--- src/rtl/crc_enc_pkg.sv ---
// Shared definitions for the CRC-24 encoder arbiter: codeword geometry,
// encoder latency default and the arbiter FSM state type.
package crc_enc_pkg;

    localparam int K_DEF       = 40;
    localparam int N_DEF       = 64;
    localparam int CRC_W       = 24;
    localparam int ENC_LAT_DEF = 2;

    // Codeword layout: {data[K-1:0], crc[CRC_W-1:0]}
    localparam int CW_CRC_LSB  = 0;
    localparam int CW_DATA_LSB = CRC_W;

    typedef enum logic [1:0] {
        ST_IDLE,
        ST_START,
        ST_WAIT,
        ST_OUT
    } arb_state_e;

endpackage

--- src/rtl/rr_arbiter.sv ---
// Combinational round-robin arbiter: picks the first asserted request
// searching upward from last_grant+1 with wrap-around.
module rr_arbiter #(
    parameter int R    = 4,
    parameter int IDXW = (R > 1) ? $clog2(R) : 1
) (
    input  logic [R-1:0]    req,
    input  logic [IDXW-1:0] last_grant,
    output logic [R-1:0]    grant,
    output logic [IDXW-1:0] grant_idx,
    output logic            grant_valid
);

    logic [2*R-1:0] req_dbl;
    logic [R-1:0]   req_rot;
    int             base;
    int             pos;

    always_comb begin
        // NOTE: every output gets a default first so no path can infer a latch.
        grant       = '0;
        grant_idx   = '0;
        grant_valid = 1'b0;
        pos         = 0;
        base        = int'(last_grant) + 1;
        if (base >= R) begin
            base = 0;
        end
        // Rotating the doubled vector puts the highest-priority request at bit 0.
        req_dbl = {req, req} >> base;
        req_rot = req_dbl[R-1:0];
        for (int i = 0; i < R; i++) begin
            if (!grant_valid && req_rot[i]) begin
                grant_valid = 1'b1;
                pos         = i + base;
                if (pos >= R) begin
                    pos = pos - R;
                end
            end
        end
        if (grant_valid) begin
            grant     = R'(1) << pos;
            grant_idx = IDXW'(pos);
        end
    end

endmodule

--- src/rtl/crc_enc_arbiter.sv ---
// Round-robin front end sharing one CRC-24 encoder between R requesters.
// Define CRC_ARB_STATS_EN to add the stat_jobs / stat_timeouts counters.
module crc_enc_arbiter
    import crc_enc_pkg::*;
#(
    parameter int R           = 4,
    parameter int K           = K_DEF,
    parameter int N           = N_DEF,
    parameter int IDW         = 2,
    parameter int ENC_LAT     = ENC_LAT_DEF,
    parameter int ENC_TIMEOUT = 16
) (
    input  logic           clk,
    input  logic           reset,
    input  logic [R-1:0]   req_valid,
    input  logic [R*K-1:0] req_data,
    output logic [R-1:0]   req_ready,
    output logic           enc_start,
    output logic [K-1:0]   enc_data,
    input  logic           enc_done,
    input  logic [N-1:0]   enc_codeword,
    output logic           out_valid,
    input  logic           out_ready,
    output logic [N-1:0]   out_data,
    output logic [IDW-1:0] out_id,
    output logic           busy,
`ifdef CRC_ARB_STATS_EN
    output logic [15:0]    stat_jobs,
    output logic [15:0]    stat_timeouts,
`endif
    output logic           timeout_err
);

    localparam int AW    = (R > 1) ? $clog2(R) : 1;
    localparam int CNT_W = $clog2(ENC_TIMEOUT + 1);

    localparam logic [CNT_W-1:0] LAT_M1 = CNT_W'(ENC_LAT - 1);
    localparam logic [CNT_W-1:0] TO_M1  = CNT_W'(ENC_TIMEOUT - 1);

    arb_state_e     state_q, state_d;
    logic [AW-1:0]  last_grant_q, last_grant_d;
    logic [AW-1:0]  id_q, id_d;
    logic [K-1:0]   hold_q, hold_d;
    logic [CNT_W-1:0] cnt_q, cnt_d;
    logic [N-1:0]   out_data_q, out_data_d;
    logic [IDW-1:0] out_id_q, out_id_d;

    logic [R-1:0]   grant;
    logic [AW-1:0]  grant_idx;
    logic           grant_valid;
    logic           done_qual;

    rr_arbiter #(
        .R    (R),
        .IDXW (AW)
    ) u_rr_arbiter (
        .req         (req_valid),
        .last_grant  (last_grant_q),
        .grant       (grant),
        .grant_idx   (grant_idx),
        .grant_valid (grant_valid)
    );

    // A done left high from the previous job is ignored until the encoder
    // has had ENC_LAT cycles to work on the current one.
    assign done_qual = enc_done && (cnt_q >= LAT_M1);

    always_comb begin
        state_d      = state_q;
        last_grant_d = last_grant_q;
        id_d         = id_q;
        hold_d       = hold_q;
        cnt_d        = cnt_q;
        out_data_d   = out_data_q;
        out_id_d     = out_id_q;
        req_ready    = '0;
        enc_start    = 1'b0;
        timeout_err  = 1'b0;

        unique case (state_q)
            ST_IDLE: begin
                if (grant_valid) begin
                    req_ready = grant;
                    id_d      = grant_idx;
                    for (int i = 0; i < R; i++) begin
                        if (grant[i]) begin
                            hold_d = req_data[i*K +: K];
                        end
                    end
                    state_d = ST_START;
                end
            end
            ST_START: begin
                enc_start = 1'b1;
                cnt_d     = '0;
                state_d   = ST_WAIT;
            end
            ST_WAIT: begin
                if (cnt_q != '1) begin
                    cnt_d = cnt_q + 1'b1;
                end
                if (done_qual) begin
                    out_data_d = enc_codeword;
                    out_id_d   = IDW'(id_q);
                    state_d    = ST_OUT;
                end else if (cnt_q == TO_M1) begin
                    timeout_err  = 1'b1;
                    last_grant_d = id_q;
                    state_d      = ST_IDLE;
                end
            end
            ST_OUT: begin
                if (out_ready) begin
                    last_grant_d = out_id_q[AW-1:0];
                    state_d      = ST_IDLE;
                end
            end
            default: begin
                state_d = ST_IDLE;
            end
        endcase
    end

    always_ff @(posedge clk or posedge reset) begin
        if (reset) begin
            state_q      <= ST_IDLE;
            last_grant_q <= AW'(R - 1);
            id_q         <= '0;
            hold_q       <= '0;
            cnt_q        <= '0;
            out_data_q   <= '0;
            out_id_q     <= '0;
        end else begin
            // NOTE: sequential state uses non-blocking assignments only.
            state_q      <= state_d;
            last_grant_q <= last_grant_d;
            id_q         <= id_d;
            hold_q       <= hold_d;
            cnt_q        <= cnt_d;
            out_data_q   <= out_data_d;
            out_id_q     <= out_id_d;
        end
    end

    assign enc_data  = hold_q;
    assign out_valid = (state_q == ST_OUT);
    assign out_data  = out_data_q;
    assign out_id    = out_id_q;
    assign busy      = (state_q != ST_IDLE);

`ifdef CRC_ARB_STATS_EN
    logic [15:0] stat_jobs_q, stat_jobs_d;
    logic [15:0] stat_timeouts_q, stat_timeouts_d;

    always_comb begin
        stat_jobs_d     = stat_jobs_q;
        stat_timeouts_d = stat_timeouts_q;
        if (out_valid && out_ready) begin
            stat_jobs_d = stat_jobs_q + 16'd1;
        end
        if (timeout_err) begin
            stat_timeouts_d = stat_timeouts_q + 16'd1;
        end
    end

    always_ff @(posedge clk or posedge reset) begin
        if (reset) begin
            stat_jobs_q     <= '0;
            stat_timeouts_q <= '0;
        end else begin
            stat_jobs_q     <= stat_jobs_d;
            stat_timeouts_q <= stat_timeouts_d;
        end
    end

    assign stat_jobs     = stat_jobs_q;
    assign stat_timeouts = stat_timeouts_q;
`endif

endmodule
--- config.mk ---
export PLATFORM = sky130hd
export DESIGN_NAME = crc_enc_arbiter
export DESIGN_NICKNAME = d
export VERILOG_FILES = /design/src/rtl/crc_enc_pkg.sv /design/src/rtl/rr_arbiter.sv /design/src/rtl/crc_enc_arbiter.sv
export SDC_FILE = /design/constraint.sdc
export NUM_CORES = 1
export LEC_CHECK = 0
export CORE_AREA = 4 4 131 133
export CTS_CLUSTER_SIZE = 24
export DETAILED_ROUTE_END_ITERATION = 16
export DIE_AREA = 0 0 135 137
export GPL_ROUTABILITY_DRIVEN = 0
export PLACE_DENSITY_LB_ADDON = 0.2
export SYNTH_ARGS = -nofsm -noshare
export SYNTH_HDL_FRONTEND = slang
export SYNTH_SLANG_ARGS = --single-unit
--- constraint.sdc ---
create_clock -name clk -period 8.47 [get_ports clk]
set_input_delay 2.541 -clock clk [delete_from_list [all_inputs] [get_ports clk]]
set_output_delay 2.541 -clock clk [all_outputs]
set_load 0.02 [all_outputs]
### Word level (Yosys, flattened, before mapping)

Index checks and enable logic that the tools add are counted.

* logic and storage cells: 88
* input bits: 232
* output and inout bits: 114
* bits in registers: 117

* order comparisons: 6
* shift-type cells: 2
* reductions and logical operators: 18
* muxes and demuxes: 35
* $add $sub $neg: 9
* equal/unequal tests: 11

Operators by type and width (count)
* 32-bit two-way mux: 9
* 32-bit by 4-bit >= comparator with 1-bit output (second input constant): 5
* 40-bit two-way mux: 4
* 32-bit by 4-bit subtractor with 32-bit output (second input constant): 4
* 3-bit by 32-bit adder with 32-bit output (first input constant): 2
* 2-bit by 32-bit adder with 32-bit output (first input constant): 1
* 1-bit by 32-bit << shifter with 4-bit output (first input constant): 1
* 8-bit by 32-bit right shift with 4-bit output: 1
* 2-bit two-way mux: 7
* 4-bit two-way mux: 3
* 5-bit case mux with 2 select lines: 1
* 1-bit two-way mux: 8
* 2-bit inequality test (second input constant): 4
* 2-bit case mux with 4 select lines: 1
* 2-bit AND reduction: 3
* 3-bit AND reduction: 2
* 2-bit nonzero test: 3
* 5-bit by 1-bit adder with 5-bit output (second input constant): 1
* 5-bit by 4-bit equality test with 1-bit output (second input constant): 1
* 5-bit by 1-bit >= comparator with 1-bit output (second input constant): 1
* 5-bit two-way mux: 1
* 5-bit inequality test (second input constant): 1
* 2-bit equality test (second input constant): 2
* 1-bit logical AND: 4
* other kinds (9): 11

### Longest topological paths before layout

Gate-level depths: netlist of the first run.

* depth in word-level cells: 20
* gate-level depth with buffers: 16
* mapped depth without buffers: 11

### Modules after synthesis

A second synthesis of the first run with hierarchy kept.

* cell total of the unflattened synthesis: 546
* area total of the unflattened synthesis: 6419.9 um2

By module, submodules not included
* crc_enc_arbiter: area an instance 5988.2 um2, instances 1, sequential area each 2930.3 um2, cells each 484
* rr_arbiter: area an instance 431.7 um2, instances 1, sequential area each 0.0 um2, cells each 62

### Worst setup path before layout of the first run

No wires, ideal clock.

* path type: input to output
* start: input port req_valid[1]
* end: output port req_ready[2]
* data required time: 5.929 ns
* stages on the path: 10
* data arrival time: 4.410 ns
* setup slack: 1.519 ns
* cell sequence: buf_2 > mux4_2 > o21ai_1 > o31ai_2 > or2_1 > buf_2 > or3_1 > buf_2 > buf_6 > inv_2

* longest elaborated chain between the ends: 15

Ends and longest elaborated chain
* start, declared: RTL line crc_enc_arbiter.sv:15 `input logic [R-1:0] req_valid,`
* 8-bit by 32-bit right shift with 4-bit output (*): RTL line rr_arbiter.sv:30 `req_dbl = {req, req} >> base;`
* 1-bit two-way mux: RTL line rr_arbiter.sv:33 `if (!grant_valid && req_rot[i]) begin`
* 1-bit logical NOT: RTL line rr_arbiter.sv:33
* 1-bit logical AND: RTL line rr_arbiter.sv:33
* 1-bit two-way mux: RTL line rr_arbiter.sv:33
* 1-bit logical NOT: RTL line rr_arbiter.sv:33
* 1-bit logical AND: RTL line rr_arbiter.sv:33
* 1-bit two-way mux: RTL line rr_arbiter.sv:33
* 1-bit logical NOT: RTL line rr_arbiter.sv:33
* 1-bit logical AND: RTL line rr_arbiter.sv:33
* 32-bit two-way mux: RTL line rr_arbiter.sv:33
* 1-bit by 32-bit << shifter with 4-bit output: RTL line rr_arbiter.sv:42 `grant = R'(1) << pos;`
* 4-bit two-way mux: RTL line rr_arbiter.sv:41 `if (grant_valid) begin`
* 4-bit two-way mux (*): RTL line crc_enc_arbiter.sv:82 `if (grant_valid) begin`
* 4-bit two-way mux (*): RTL line crc_enc_arbiter.sv:80 `unique case (state_q)`
* end, declared: RTL line crc_enc_arbiter.sv:17 `output logic [R-1:0] req_ready,`

Mark *: on every way between the ends. The rest lies on a longest branch, timed or not.

### Final worst setup path of the first run

Same ends and word-level chain as after synthesis.

==> tab_implementation.tex, run 1 <==
\begin{tabular}{lr}
\hline
Metric & Value \\
\hline
\multicolumn{2}{l}{\textbf{Cells and area}} \\
Antenna diode instance count & 0 \\
Net total in the final layout & 1158 \\
Layout overhead on the synthesized area & 66.3\% \\
Commonest cells after routing, fill and taps aside & 345 x clkdlybuf4s50\_1, 115 x dfrtp\_1, 84 x nor3\_1 \\
Sequential standard cell area & 0.00293 mm2 \\
Multi-input combinational cell area & 0.00314 mm2 \\
Number of fill cells & 1210 \\
Layout cell share with drive strength beyond 1 & 17.7\% \\
Finished Core Util & 66.7\% \\
Commonest non-fill, non-tap cell in the layout & clkdlybuf4s50\_1 \\
\multicolumn{2}{l}{\textbf{Yosys}} \\
Synth Net Count & 840 \\
Flops \& latches, synth & 117 \\
Sequential element share of the synthesized area & 46.2\% \\
Async set or reset register ratio after synthesis & 100\% \\
EDFF count, synth & 0 \\
Gate count of the mapped netlist & 600 \\
Unique cell type count in the Yosys netlist & 51 \\
Total of warnings raised by yosys & 0 \\
Post-Syn Area & 0.00635 mm2 \\
Mean instance size in the synthesized netlist & 10.6 um2 \\
Synth Flop Type & dfrtp\_1 \\
\multicolumn{2}{l}{\textbf{Floorplanning}} \\
Initial core utilization & 40.1\% \\
Core Box Area & 0.0158 mm2 \\
Overall die area & 0.0185 mm2 \\
Std-Cell Rows & 46 \\
Overall die width & 135 um \\
Die boundary height & 137 um \\
Number of primary I/O pins & 346 \\
\multicolumn{2}{l}{\textbf{Critical path}} \\
Startpoint-to-endpoint class of the critical path & primary input to output port \\
Cell seen most often among critical-path stages & clkdlybuf4s50\_1 \\
Critical path startpoint category & primary input \\
Largest incremental delay on the critical path & 670 ps \\
Cell at the slowest stage of the critical path & clkdlybuf4s50\_1 \\
Endpoint kind of the worst setup timing path & output port \\
Family of cells with the greatest summed delay on the critical path & buffers and inverters \\
Bufs and invs on worst path & 3 \\
Endpoint required time on the critical path & 5930 ps \\
Cells traversed along the worst timing path & clkdlybuf4s50\_1, mux2i\_1, a211oi\_1, o31ai\_4, or2\_2, or3\_2, inv\_2, clkdlybuf4s50\_1 \\
Data arrival time of the worst path & 5520 ps \\
Critical Path Fanout Max & 10 \\
\multicolumn{2}{l}{\textbf{Global routing}} \\
Largest net degree at the start of global routing & 69 \\
Vias in the first global route & 6664 \\
Number of antenna violations at the first check in global routing & 1 \\
Wire length of the first global-routing pass & 36600 um \\
Total track usage & 25.5\% \\
Congestion Overflow GR & 0 \\
\multicolumn{2}{l}{\textbf{STA}} \\
Max-slew headroom & 41.9\% \\
Clock Skews & 7.76 ps \\
Total count of max-transition violations in the final report & 0 \\
Number of failing hold endpoints at the final stage & 0 \\
Post-route clock period utilization & 95.2\% \\
RSZ-0062 raised after global routing & false \\
Worst-margin pin slew & 872 ps \\
Setup-failing EPs final & 0 \\
Shortest period the worst path allows & 8060 ps \\
Sum of negative setup slack & 0 ps \\
Highest attainable clock frequency & 0.124 GHz \\
Post-Route Hold Slack & 502 ps \\
\multicolumn{2}{l}{\textbf{Clocking}} \\
CTS Buffer Depth & 2 \\
Number of CTS-inserted buffers & 17 \\
H-tree depth reported by CTS & 4 \\
Post-CTS Resized & 0 \\
Clock tree sinks & 117 \\
Buffers inserted during post-CTS setup optimization & 0 \\
Clock tree from TritonCTS & built \\
Clock latency on the worst-skew pair & 410 ps \\
Post-CTS Hold Buffers & 0 \\
Clock-pin slew reported for the worst setup and hold paths after clock tree synthesis & 50 ps \\
Root Buffer Master & clkbuf\_16 \\
\multicolumn{2}{l}{\textbf{Detailed routing}} \\
DRT Pass-1 Iters & 5 \\
Vias & 6254 \\
Wirelength, routed & 24200 um \\
Number of nets with antenna violations after routing & 0 \\
Iteration-0 DRC count of the detailed router & 321 \\
Via count normalized by instance count & 5.46 \\
DRC errors left & 0 \\
Routed len/inst & 21.1 um \\
\multicolumn{2}{l}{\textbf{Run}} \\
Max-capacitance violation count & 0 \\
\multicolumn{2}{l}{\textbf{Hold path}} \\
Hold Crit Class & flop to flop \\
\multicolumn{2}{l}{\textbf{Power}} \\
Worst vdd rail ir drop & 382 uV \\
Total power of the final layout & 4.39 mW \\
Leakage power summed over all cells & 4.14 nW \\
Power per cell area & 416 mW/mm2 \\
\multicolumn{2}{l}{\textbf{Run status}} \\
Result of the run & complete, no violations \\
\multicolumn{2}{l}{\textbf{Place}} \\
Detail Placement HPWL & 17600 um \\
Port-buffer cells & 345 \\
\hline
\end{tabular}
==> routing by layer <==
layer,track usage [%],part of all wire [%],vias to the layer above
met5,0,0.033,-
met4,9.97,2.9,2
met3,8.90,9.0,54
met2,45.4,52,299
met1,28.1,36,3047
li1,-,-,2852
==> worst min-delay path, delay by kind of cell (launching register included) <==
family,cells,cell delay (ps)
AO/OA/AOI/OAI,1,60
flip-flops,1,390
buffers and inverters,1,50
==> power breakdown <==
part	total (mW)	leakage, nW	internal [mW]	switching [mW]
clock network	0.770	0.297	0.506	0.263
logic	2.57	2.49	1.13	1.44
registers	1.05	1.35	0.850	0.201
total	4.39	4.14	2.49	1.90
==> per-stage QoR <==
| stage | setup WS (ps) | instances | instance area [um2] |
|---|---|---|---|
| 4_1_cts | 419 | 1146 | 10600 |
| 5_1_grt | 302 | 1146 | 10600 |
| 6_report | 407 | 1146 | 10600 |
| 3_3_place_gp | 526 | 1115 | 9920 |
| 3_5_place_dp | 441 | 1115 | 9920 |
| 2_1_floorplan | 1520 | 600 | 6350 |
==> cell usage after synthesis (5+ instances only) <==
| cell | n | share of area [%] |
|---|---|---|
| dfrtp_1 | 115 | 45 |
| nor3_1 | 84 | 6.6 |
| mux2_2 | 67 | 12 |
| nor2_1 | 51 | 3.0 |
| nor4_1 | 41 | 4.0 |
| o21a_1 | 40 | 4.7 |
| o22ai_2 | 39 | 7.7 |
| clkbuf_1 | 35 | 2.1 |
| buf_2 | 16 | 1.3 |
| inv_1 | 11 | 0.65 |
| nand2_1 | 11 | 0.65 |
| ha_1 | 8 | 1.6 |
| mux2i_1 | 8 | 1.3 |
| o21ai_0 | 8 | 0.63 |
| o22ai_1 | 5 | 0.49 |
==> cell type report <==
type | count | share of cell area, %
inverters | 12 | 0.451
multi-input cells | 414 | 29.7
repair buffers | 356 | 33.5
clock buffers | 19 | 4.29
well taps | 216 | 2.56
clock inverters | 12 | 1.68
flip-flops and latches | 117 | 27.8
==> sequential cells by signal, summed over array words and instances, names as in the netlist <==
signal	count
enc_data	40
state_q	2
id_q	2
out_id	2
out_data	64
cnt_q	5
last_grant_q	2
==> final timing paths <==
check / to / from / slack [ps] / cells past startpoint
min in group asynchronous: out_data[52]$_DFFE_PP0P_ / reset / 2590 / 2
max in group asynchronous: out_data[20]$_DFFE_PP0P_ / reset / 4550 / 3
worst max register to register: enc_data[17]$_DFFE_PP0P_ / last_grant_q[0]$_DFFE_PP1P_ / 4150 / 11
worst min-delay path: last_grant_q[1]$_DFFE_PP1P_ / last_grant_q[1]$_DFFE_PP1P_ / 500 / 2
worst max-delay path: req_ready[2] / req_valid[1] / 410 / 8
worst min register to register: last_grant_q[1]$_DFFE_PP1P_ / last_grant_q[1]$_DFFE_PP1P_ / 500 / 2
==> cells by family after synthesis <==
group,count (synthesis),share of synthesized area [%]
AO/OA/AOI/OAI,119,16.9
AND/OR/NAND/NOR,211,16.9
multiplexers,76,13.5
buffers and inverters,69,4.93
adder cells (fa/ha/maj),8,1.58
flip-flops,117,46.2
(Power assumes the default switching activity.)
==> run 2, diff against run 1 <==
- SLEW_MARGIN: unset -> 10
==> results of run 2 <==
No change in the layout: final DEF, timing and power equal those of run 1.
